==> src/rtl/pong_game_engine.sv <==
// -----------------------------------------------------------------------------
// pong_game_engine
//   Game-state engine for a two-player Pong renderer. Holds both paddle rows,
//   the ball position and direction, the scores and the match state machine.
//   All motion is committed on frame_tick (issued in vertical blank), so the
//   positions are stable for the whole visible frame. The per-pixel hit flags
//   are purely combinational from (x, y) and the registered positions.
//
// Ports
//   clk, reset          system clock, synchronous active-low reset
//   x, y                current pixel column / row from the sync generator
//   frame_tick          one-cycle pulse per frame
//   start               level; starts the match, or restarts it after a win
//   p1_up/p1_down       paddle 1 (left) controls, sampled on frame_tick
//   p2_up/p2_down       paddle 2 (right) controls, sampled on frame_tick
//   pad1_on/pad2_on     pixel lies inside paddle 1 / paddle 2
//   ball_on             pixel lies inside the ball
//   winner              00 idle, 01 serving/playing, 10 player 1 won, 11 player 2 won
//   score1/score2       player points
// -----------------------------------------------------------------------------
module pong_game_engine #(
  parameter int H_ACTIVE     = 640,
  parameter int V_ACTIVE     = 480,
  parameter int PAD_W        = 8,
  parameter int PAD_H        = 64,
  parameter int PAD1_X       = 32,
  parameter int PAD2_X       = 600,
  parameter int BALL_SZ      = 8,
  parameter int BALL_SPD     = 2,
  parameter int PAD_SPD      = 4,
  parameter int WIN_SCORE    = 5,
  parameter int SERVE_FRAMES = 60
) (
  input  logic       clk,
  input  logic       reset,
  input  logic [9:0] x,
  input  logic [9:0] y,
  input  logic       frame_tick,
  input  logic       start,
  input  logic       p1_up,
  input  logic       p1_down,
  input  logic       p2_up,
  input  logic       p2_down,
  output logic       pad1_on,
  output logic       pad2_on,
  output logic       ball_on,
  output logic [1:0] winner,
  output logic [3:0] score1,
  output logic [3:0] score2
);

  // 10-bit copies of the geometry so every comparison is width-matched.
  localparam logic [9:0] HA      = 10'(H_ACTIVE);
  localparam logic [9:0] VA      = 10'(V_ACTIVE);
  localparam logic [9:0] PH      = 10'(PAD_H);
  localparam logic [9:0] PW      = 10'(PAD_W);
  localparam logic [9:0] P1X     = 10'(PAD1_X);
  localparam logic [9:0] P2X     = 10'(PAD2_X);
  localparam logic [9:0] P1R     = 10'(PAD1_X + PAD_W);   // paddle 1 face
  localparam logic [9:0] BSZ     = 10'(BALL_SZ);
  localparam logic [9:0] BSPD    = 10'(BALL_SPD);
  localparam logic [9:0] PSPD    = 10'(PAD_SPD);
  localparam logic [9:0] PAD_MAX = 10'(V_ACTIVE - PAD_H);
  localparam logic [9:0] PAD_Y0  = 10'((V_ACTIVE - PAD_H) / 2);
  localparam logic [9:0] BALL_X0 = 10'((H_ACTIVE - BALL_SZ) / 2);
  localparam logic [9:0] BALL_Y0 = 10'((V_ACTIVE - BALL_SZ) / 2);
  localparam logic [3:0] WIN     = 4'(WIN_SCORE);

  localparam int         CW         = $clog2(SERVE_FRAMES);
  localparam logic [CW-1:0] SERVE_LAST = CW'(SERVE_FRAMES - 1);

  localparam logic [1:0] W_IDLE = 2'b00;
  localparam logic [1:0] W_RUN  = 2'b01;
  localparam logic [1:0] W_P1   = 2'b10;
  localparam logic [1:0] W_P2   = 2'b11;

  typedef enum logic [2:0] {
    S_IDLE,
    S_SERVE,
    S_PLAY,
    S_P1_WIN,
    S_P2_WIN
  } state_t;

  state_t        state;
  logic [9:0]    pad1_y, pad2_y, ball_x, ball_y;
  logic          dx;   // 1 = moving right
  logic          dy;   // 1 = moving down
  logic [CW-1:0] serve_cnt;

  // ---------------------------------------------------------------------------
  // Per-pixel hit flags (half-open rectangles, zero latency)
  // ---------------------------------------------------------------------------
  assign pad1_on = (x >= P1X) && (x < P1X + PW) && (y >= pad1_y) && (y < pad1_y + PH);
  assign pad2_on = (x >= P2X) && (x < P2X + PW) && (y >= pad2_y) && (y < pad2_y + PH);
  assign ball_on = (x >= ball_x) && (x < ball_x + BSZ) &&
                   (y >= ball_y) && (y < ball_y + BSZ);

  // Saturating paddle step; the up case tests before subtracting so the
  // unsigned row never wraps.
  function automatic logic [9:0] pad_next(input logic [9:0] py,
                                          input logic up, input logic dn);
    if (up && !dn)      return (py < PSPD) ? 10'd0 : py - PSPD;
    else if (dn && !up) return (py > PAD_MAX - PSPD) ? PAD_MAX : py + PSPD;
    else                return py;
  endfunction

  // ---------------------------------------------------------------------------
  // Ball step for one PLAY frame
  // ---------------------------------------------------------------------------
  logic [9:0] nx_ball_x, nx_ball_y, step_l, step_r;
  logic       nx_dx, nx_dy, over1, over2, miss_l, miss_r;

  // NOTE: every signal assigned in an always_comb gets a default at the top of
  // the block; a path that leaves one unassigned would infer a latch.
  always_comb begin
    nx_ball_y = ball_y;
    nx_ball_x = ball_x;
    nx_dx     = dx;
    nx_dy     = dy;
    miss_l    = 1'b0;
    miss_r    = 1'b0;
    step_l    = ball_x - BSPD;
    step_r    = ball_x + BSPD;
    over1     = (ball_y + BSZ > pad1_y) && (ball_y < pad1_y + PH);
    over2     = (ball_y + BSZ > pad2_y) && (ball_y < pad2_y + PH);

    // Vertical motion is independent of the horizontal outcome, so a wall
    // bounce and a paddle hit in the same frame both take effect.
    if (!dy) begin
      if (ball_y <= BSPD) begin
        nx_ball_y = 10'd0;
        nx_dy     = 1'b1;
      end else begin
        nx_ball_y = ball_y - BSPD;
      end
    end else begin
      if (ball_y + BSZ + BSPD >= VA) begin
        nx_ball_y = VA - BSZ;
        nx_dy     = 1'b0;
      end else begin
        nx_ball_y = ball_y + BSPD;
      end
    end

    // Horizontal: a paddle hit requires the ball to cross the paddle face
    // this frame, so a ball already behind the paddle cannot be returned.
    if (!dx && ball_x >= P1R && step_l <= P1R && over1) begin
      nx_ball_x = P1R;
      nx_dx     = 1'b1;
    end else if (dx && ball_x + BSZ <= P2X && step_r + BSZ >= P2X && over2) begin
      nx_ball_x = P2X - BSZ;
      nx_dx     = 1'b0;
    end else if (!dx && ball_x <= BSPD) begin
      miss_l = 1'b1;
    end else if (dx && ball_x + BSZ + BSPD >= HA) begin
      miss_r = 1'b1;
    end else begin
      nx_ball_x = dx ? step_r : step_l;
    end
  end

  // ---------------------------------------------------------------------------
  // Match state machine and game state
  // ---------------------------------------------------------------------------
  // NOTE: sequential state uses non-blocking assignments only, so every
  // right-hand side below reads the value from before this clock edge.
  always_ff @(posedge clk) begin
    if (!reset) begin
      state     <= S_IDLE;
      winner    <= W_IDLE;
      score1    <= '0;
      score2    <= '0;
      pad1_y    <= PAD_Y0;
      pad2_y    <= PAD_Y0;
      ball_x    <= BALL_X0;
      ball_y    <= BALL_Y0;
      dx        <= 1'b1;
      dy        <= 1'b1;
      serve_cnt <= '0;
    end else begin
      unique case (state)
        // Start is honoured on any cycle here, not only on frame_tick.
        S_IDLE: begin
          if (start) begin
            state     <= S_SERVE;
            winner    <= W_RUN;
            score1    <= '0;
            score2    <= '0;
            ball_x    <= BALL_X0;
            ball_y    <= BALL_Y0;
            serve_cnt <= '0;
          end
        end

        S_SERVE: begin
          if (frame_tick) begin
            pad1_y <= pad_next(pad1_y, p1_up, p1_down);
            pad2_y <= pad_next(pad2_y, p2_up, p2_down);
            ball_x <= BALL_X0;
            ball_y <= BALL_Y0;
            if (serve_cnt == SERVE_LAST) begin
              state     <= S_PLAY;
              serve_cnt <= '0;
            end else begin
              serve_cnt <= serve_cnt + 1'b1;
            end
          end
        end

        S_PLAY: begin
          if (frame_tick) begin
            pad1_y <= pad_next(pad1_y, p1_up, p1_down);
            pad2_y <= pad_next(pad2_y, p2_up, p2_down);
            dy     <= nx_dy;
            if (miss_l || miss_r) begin
              ball_x    <= BALL_X0;
              ball_y    <= BALL_Y0;
              serve_cnt <= '0;
              if (miss_l) begin
                score2 <= score2 + 4'd1;
                if (score2 + 4'd1 == WIN) begin
                  state  <= S_P2_WIN;
                  winner <= W_P2;
                end else begin
                  state <= S_SERVE;
                  dx    <= 1'b0;   // serve toward the player who conceded
                end
              end else begin
                score1 <= score1 + 4'd1;
                if (score1 + 4'd1 == WIN) begin
                  state  <= S_P1_WIN;
                  winner <= W_P1;
                end else begin
                  state <= S_SERVE;
                  dx    <= 1'b1;
                end
              end
            end else begin
              ball_x <= nx_ball_x;
              ball_y <= nx_ball_y;
              dx     <= nx_dx;
            end
          end
        end

        // Everything frozen until a restart on a frame boundary.
        S_P1_WIN, S_P2_WIN: begin
          if (frame_tick && start) begin
            state     <= S_SERVE;
            winner    <= W_RUN;
            score1    <= '0;
            score2    <= '0;
            dx        <= 1'b1;
            ball_x    <= BALL_X0;
            ball_y    <= BALL_Y0;
            serve_cnt <= '0;
          end
        end

        default: begin
          state  <= S_IDLE;
          winner <= W_IDLE;
        end
      endcase
    end
  end

endmodule

==> config.mk <==
export PLATFORM = sky130hd
export DESIGN_NAME = pong_game_engine
export DESIGN_NICKNAME = d
export VERILOG_FILES = /design/src/rtl/pong_game_engine.sv
export SDC_FILE = /design/constraint.sdc
export NUM_CORES = 1
export LEC_CHECK = 0
export CORE_UTILIZATION = 30
export CTS_CLUSTER_SIZE = 8
export DETAILED_ROUTE_END_ITERATION = 16
export GPL_TIMING_DRIVEN = 0
export HOLD_SLACK_MARGIN = 0.03
export SETUP_SLACK_MARGIN = 0.5
export SLEW_MARGIN = 5
export SYNTH_ARGS = -nofsm -noshare
export SYNTH_HDL_FRONTEND = slang
export SYNTH_SLANG_ARGS = --single-unit
==> constraint.sdc <==
create_clock -name clk -period 3 [get_ports clk]
set_input_delay 0.6 -clock clk [delete_from_list [all_inputs] [get_ports clk]]
set_output_delay 0.6 -clock clk [all_outputs]
set_load 0.01 [all_outputs]
==> impl_metrics.py <==
metrics = {
    "outcome": {
        "status": "finished, violations left",
        "violations": "DRC, setup timing",
    },
    "worst_setup_path": {
        "critical_path.max_stage_delay_ps": 370,
        "cp_max_fo": 10,
        "r2r_cells": 16,
        "worstSetupStartpointType": "flop",
        "worstPathCellList": "buf_4 -> nand2_1 -> nor2_2 -> xnor2_1 -> ha_1 -> and3_4 -> a31oi_4 -> o2111ai_2 -> a21oi_2 -> o221ai_2 -> a211oi_2 -> buf_2",
        "path_class": "flop to primary output",
        "arrival_ps": 2650,
        "required_ps": 2400,
        "cp_slowest_cell": "dfxtp_2",
        "end_kind": "primary output",
    },
    "power_and_ir_drop": {
        "internal_power_mw": 1.99,
        "ir_drop_mv": 0.338,
        "power_density_nw_per_um2": 380,
        "pwr-share-seq": 0.247,
        "combPwrFrac": 0.569,
        "power.share.clock": 0.183,
        "p_sw_mw": 1.60,
        "swShare": 0.446,
        "leakagePower_nw": 3.73,
    },
    "placement": {
        "placedCellCount": 1229,
        "pre_cts_slack_ps": -877,
        "gp_congestion": 0.893,
        "io_buffers": 37,
        "dpl.hpwl_mm": 16.1,
    },
    "floorplanning": {
        "initial_core_util": 0.307,
        "dieArea_sq_um": 23100,
        "core_area_sq_um": 22000,
        "die_w_microns": 152,
        "num_io_pins": 41,
        "dieHeight_microns": 152,
        "fp-row-count": 54,
    },
    "cts": {
        "cts_tree": "yes",
        "cts_max_level": 2,
        "numCtsBuffers": 5,
        "clkTransAtPathRegs_ps": 90,
        "cts_root_buf": "clkbuf_16",
        "cts_max_path_buffers": 2,
        "hold_buffers": 0,
        "worstSkewPairLatency_ps": 310,
        "cts.sinks": 55,
    },
    "sta": {
        "worst_slack_ps": -248,
        "setup_tns_ps": -2180,
        "tightest_slew_ps": 771,
        "slew_headroom": 0.486,
        "rsz0062_at_grt": "yes",
        "slew_violations": 0,
        "hold_viol": 0,
        "finalCritPeriodShare": 1.08,
        "worst_clock_skew_ps": 10.4,
        "period_minus_slack_ps": 3250,
        "fmax_mhz": 308,
        "holdWs_ps": 487,
        "finalSetupViolations": 25,
    },
    "routing": {
        "vias_per_cell": 5.57,
        "first_pass_iters": 11,
        "drc": 7,
        "finalWirelength_mm": 22.4,
        "drt_iter0_drc": 598,
        "antenna_left": 0,
        "wl_per_cell_microns": 17.1,
        "via_count": 7316,
    },
    "grt": {
        "grt_pass1_wl_mm": 36.4,
        "grt_max_degree": 20,
        "grt_overflow": 0,
        "first_global_vias": 6896,
        "grtUsageTotal": 0.191,
        "antenna_found_initial": 0,
    },
    "synthesis": {
        "synthesis.nets": 1060,
        "synth.distinct_cells": 76,
        "avgSynthCellArea_sq_um": 7.40,
        "ys_seq_elements": 55,
        "yosysSeqAreaShare": 0.163,
        "synth_edf_count": 0,
        "synth-main-ff-cell": "dfxtp_1",
        "ys.warnings.count": 0,
        "synth-async-reset-ratio": 0,
        "syn_inst": 912,
        "synth_area_sq_um": 6750,
    },
    "finish": {
        "finalNonFillerCells": 1313,
        "num_antenna_cells": 0,
        "syn_to_final_growth_pct": 40.0,
        "fin_nets": 1180,
        "final_util": 0.430,
        "drive_gt1_frac": 0.275,
    },
    "hold_path": {
        "holdPathStages": 2,
        "hold_class": "flop to flop",
    },
    "job": {
        "drv_cap": 0,
    },
}
==> per-stage QoR <==
| step | instance area (sq um) | total power [mW] |
|---|---|---|
| after floorplan | 7000 | 1.95 |
| after global placement | 7720 | 2.40 |
| after detailed placement | 7720 | 2.40 |
| after CTS | 8830 | 3.38 |
| after global routing | 9440 | 3.82 |
| final | 9440 | 3.59 |
==> logic make-up (layout without fill, tap and decap cells) <==
logic type / count (synthesis) / in the layout / synth area share
buf+inv: 114 / 235 / 0.0664
mux: 9 / 9 / 0.0135
compound gates: 287 / 287 / 0.280
fa+ha+maj: 120 / 120 / 0.223
flops: 55 / 55 / 0.163
simple gates: 301 / 301 / 0.221
xor+xnor: 26 / 26 / 0.0338
==> power by group through the flow <==
stage	combinational, mW	sequential (mW)	clock, mW
2_1_floorplan	1.09	0.864	0
3_3_place_gp	1.51	0.888	0
3_5_place_dp	1.51	0.889	0
4_1_cts	1.84	0.876	0.667
5_1_grt	2.23	0.897	0.690
6_report	2.04	0.886	0.658
==> routing by layer <==
layer / wire (microns) / track usage
met1: 10600 / 0.261
met2: 10500 / 0.324
met3: 904 / 0.0174
met4: 374 / 0.0457
met5: 0 / 0
==> sequential cells by signal (all words and copies together) (netlist names) <==
signal	flops
dy	1
ball_y	9
state	3
score2	4
pad2_y	8
winner	2
pad1_y	8
score1	4
serve_cnt	6
dx	1
ball_x	9
==> critical path: cells and delay by family, from the launching register on <==
kind	cells	cell delay [ps]
XOR/XNOR	1	160
AO/OA/AOI/OAI	5	740
AND/OR/NAND/NOR	3	430
buffers and inverters	2	350
flip-flops	1	370
adder cells (fa/ha/maj)	1	280
==> Yosys cell counts (all sizes together) (8+ instances only) <==
library cell,number,share of area
nand2,82,0.046
o211ai,15,0.017
or3,11,0.010
a31oi,18,0.018
and3,14,0.013
o21a,12,0.013
nor4,11,0.010
o22ai,10,0.0093
nand4,19,0.018
nor2,57,0.032
inv,70,0.039
xnor2,23,0.030
a21oi,67,0.050
clkbuf,33,0.018
o21ai,69,0.052
ha,120,0.22
mux2i,8,0.012
dfxtp,55,0.16
buf,11,0.0091
a21o,8,0.0089
nand2b,12,0.011
nand3,45,0.034
nor3,19,0.014
o31ai,10,0.011
a211oi,12,0.013
==> area by class of cell <==
| type | instances | area (sq um) |
|---|---|---|
| tap | 280 | 350 |
| buffer | 44 | 318 |
| sequential | 55 | 1150 |
| timing repair buffer | 113 | 1030 |
| multi-input combinational | 743 | 6140 |
| fill | 2128 | 12500 |
| clock buffer | 5 | 125 |
| clock inverter | 3 | 26.3 |
| inverter | 70 | 298 |
==> cell usage in the layout (no fill, tap or decap), drive strengths merged, types with 14 or more instances in the layout <==
| master | instances |
|---|---|
| buf | 95 |
| and3 | 14 |
| a21oi | 67 |
| a31oi | 18 |
| ha | 120 |
| nand3 | 45 |
| nand4 | 19 |
| o21ai | 69 |
| nor3 | 19 |
| nand2 | 82 |
| nor2 | 57 |
| o211ai | 15 |
| clkbuf | 35 |
| dfxtp | 55 |
| xnor2 | 23 |
| clkdlybuf4s50 | 27 |
| inv | 66 |
==> timing repair <==
| action | CTS | global route |
|---|---|---|
| gates resized for setup | 170 | 97 |
| pin swaps | 48 | 43 |
| cloned | 1 | 0 |
| endpoints found under the setup margin | 56 | 53 |
| buffers inserted | 53 | 22 |
==> final timing paths <==
kind                                 from  slack [ps]        end
worst min register to register  winner[0]         490  winner[0]
worst min-delay path            winner[0]         490  winner[0]
worst max-delay path            ball_x[7]        -250    ball_on
worst max register to register  ball_y[4]        -220         dx
(Power assumes the default switching activity.)
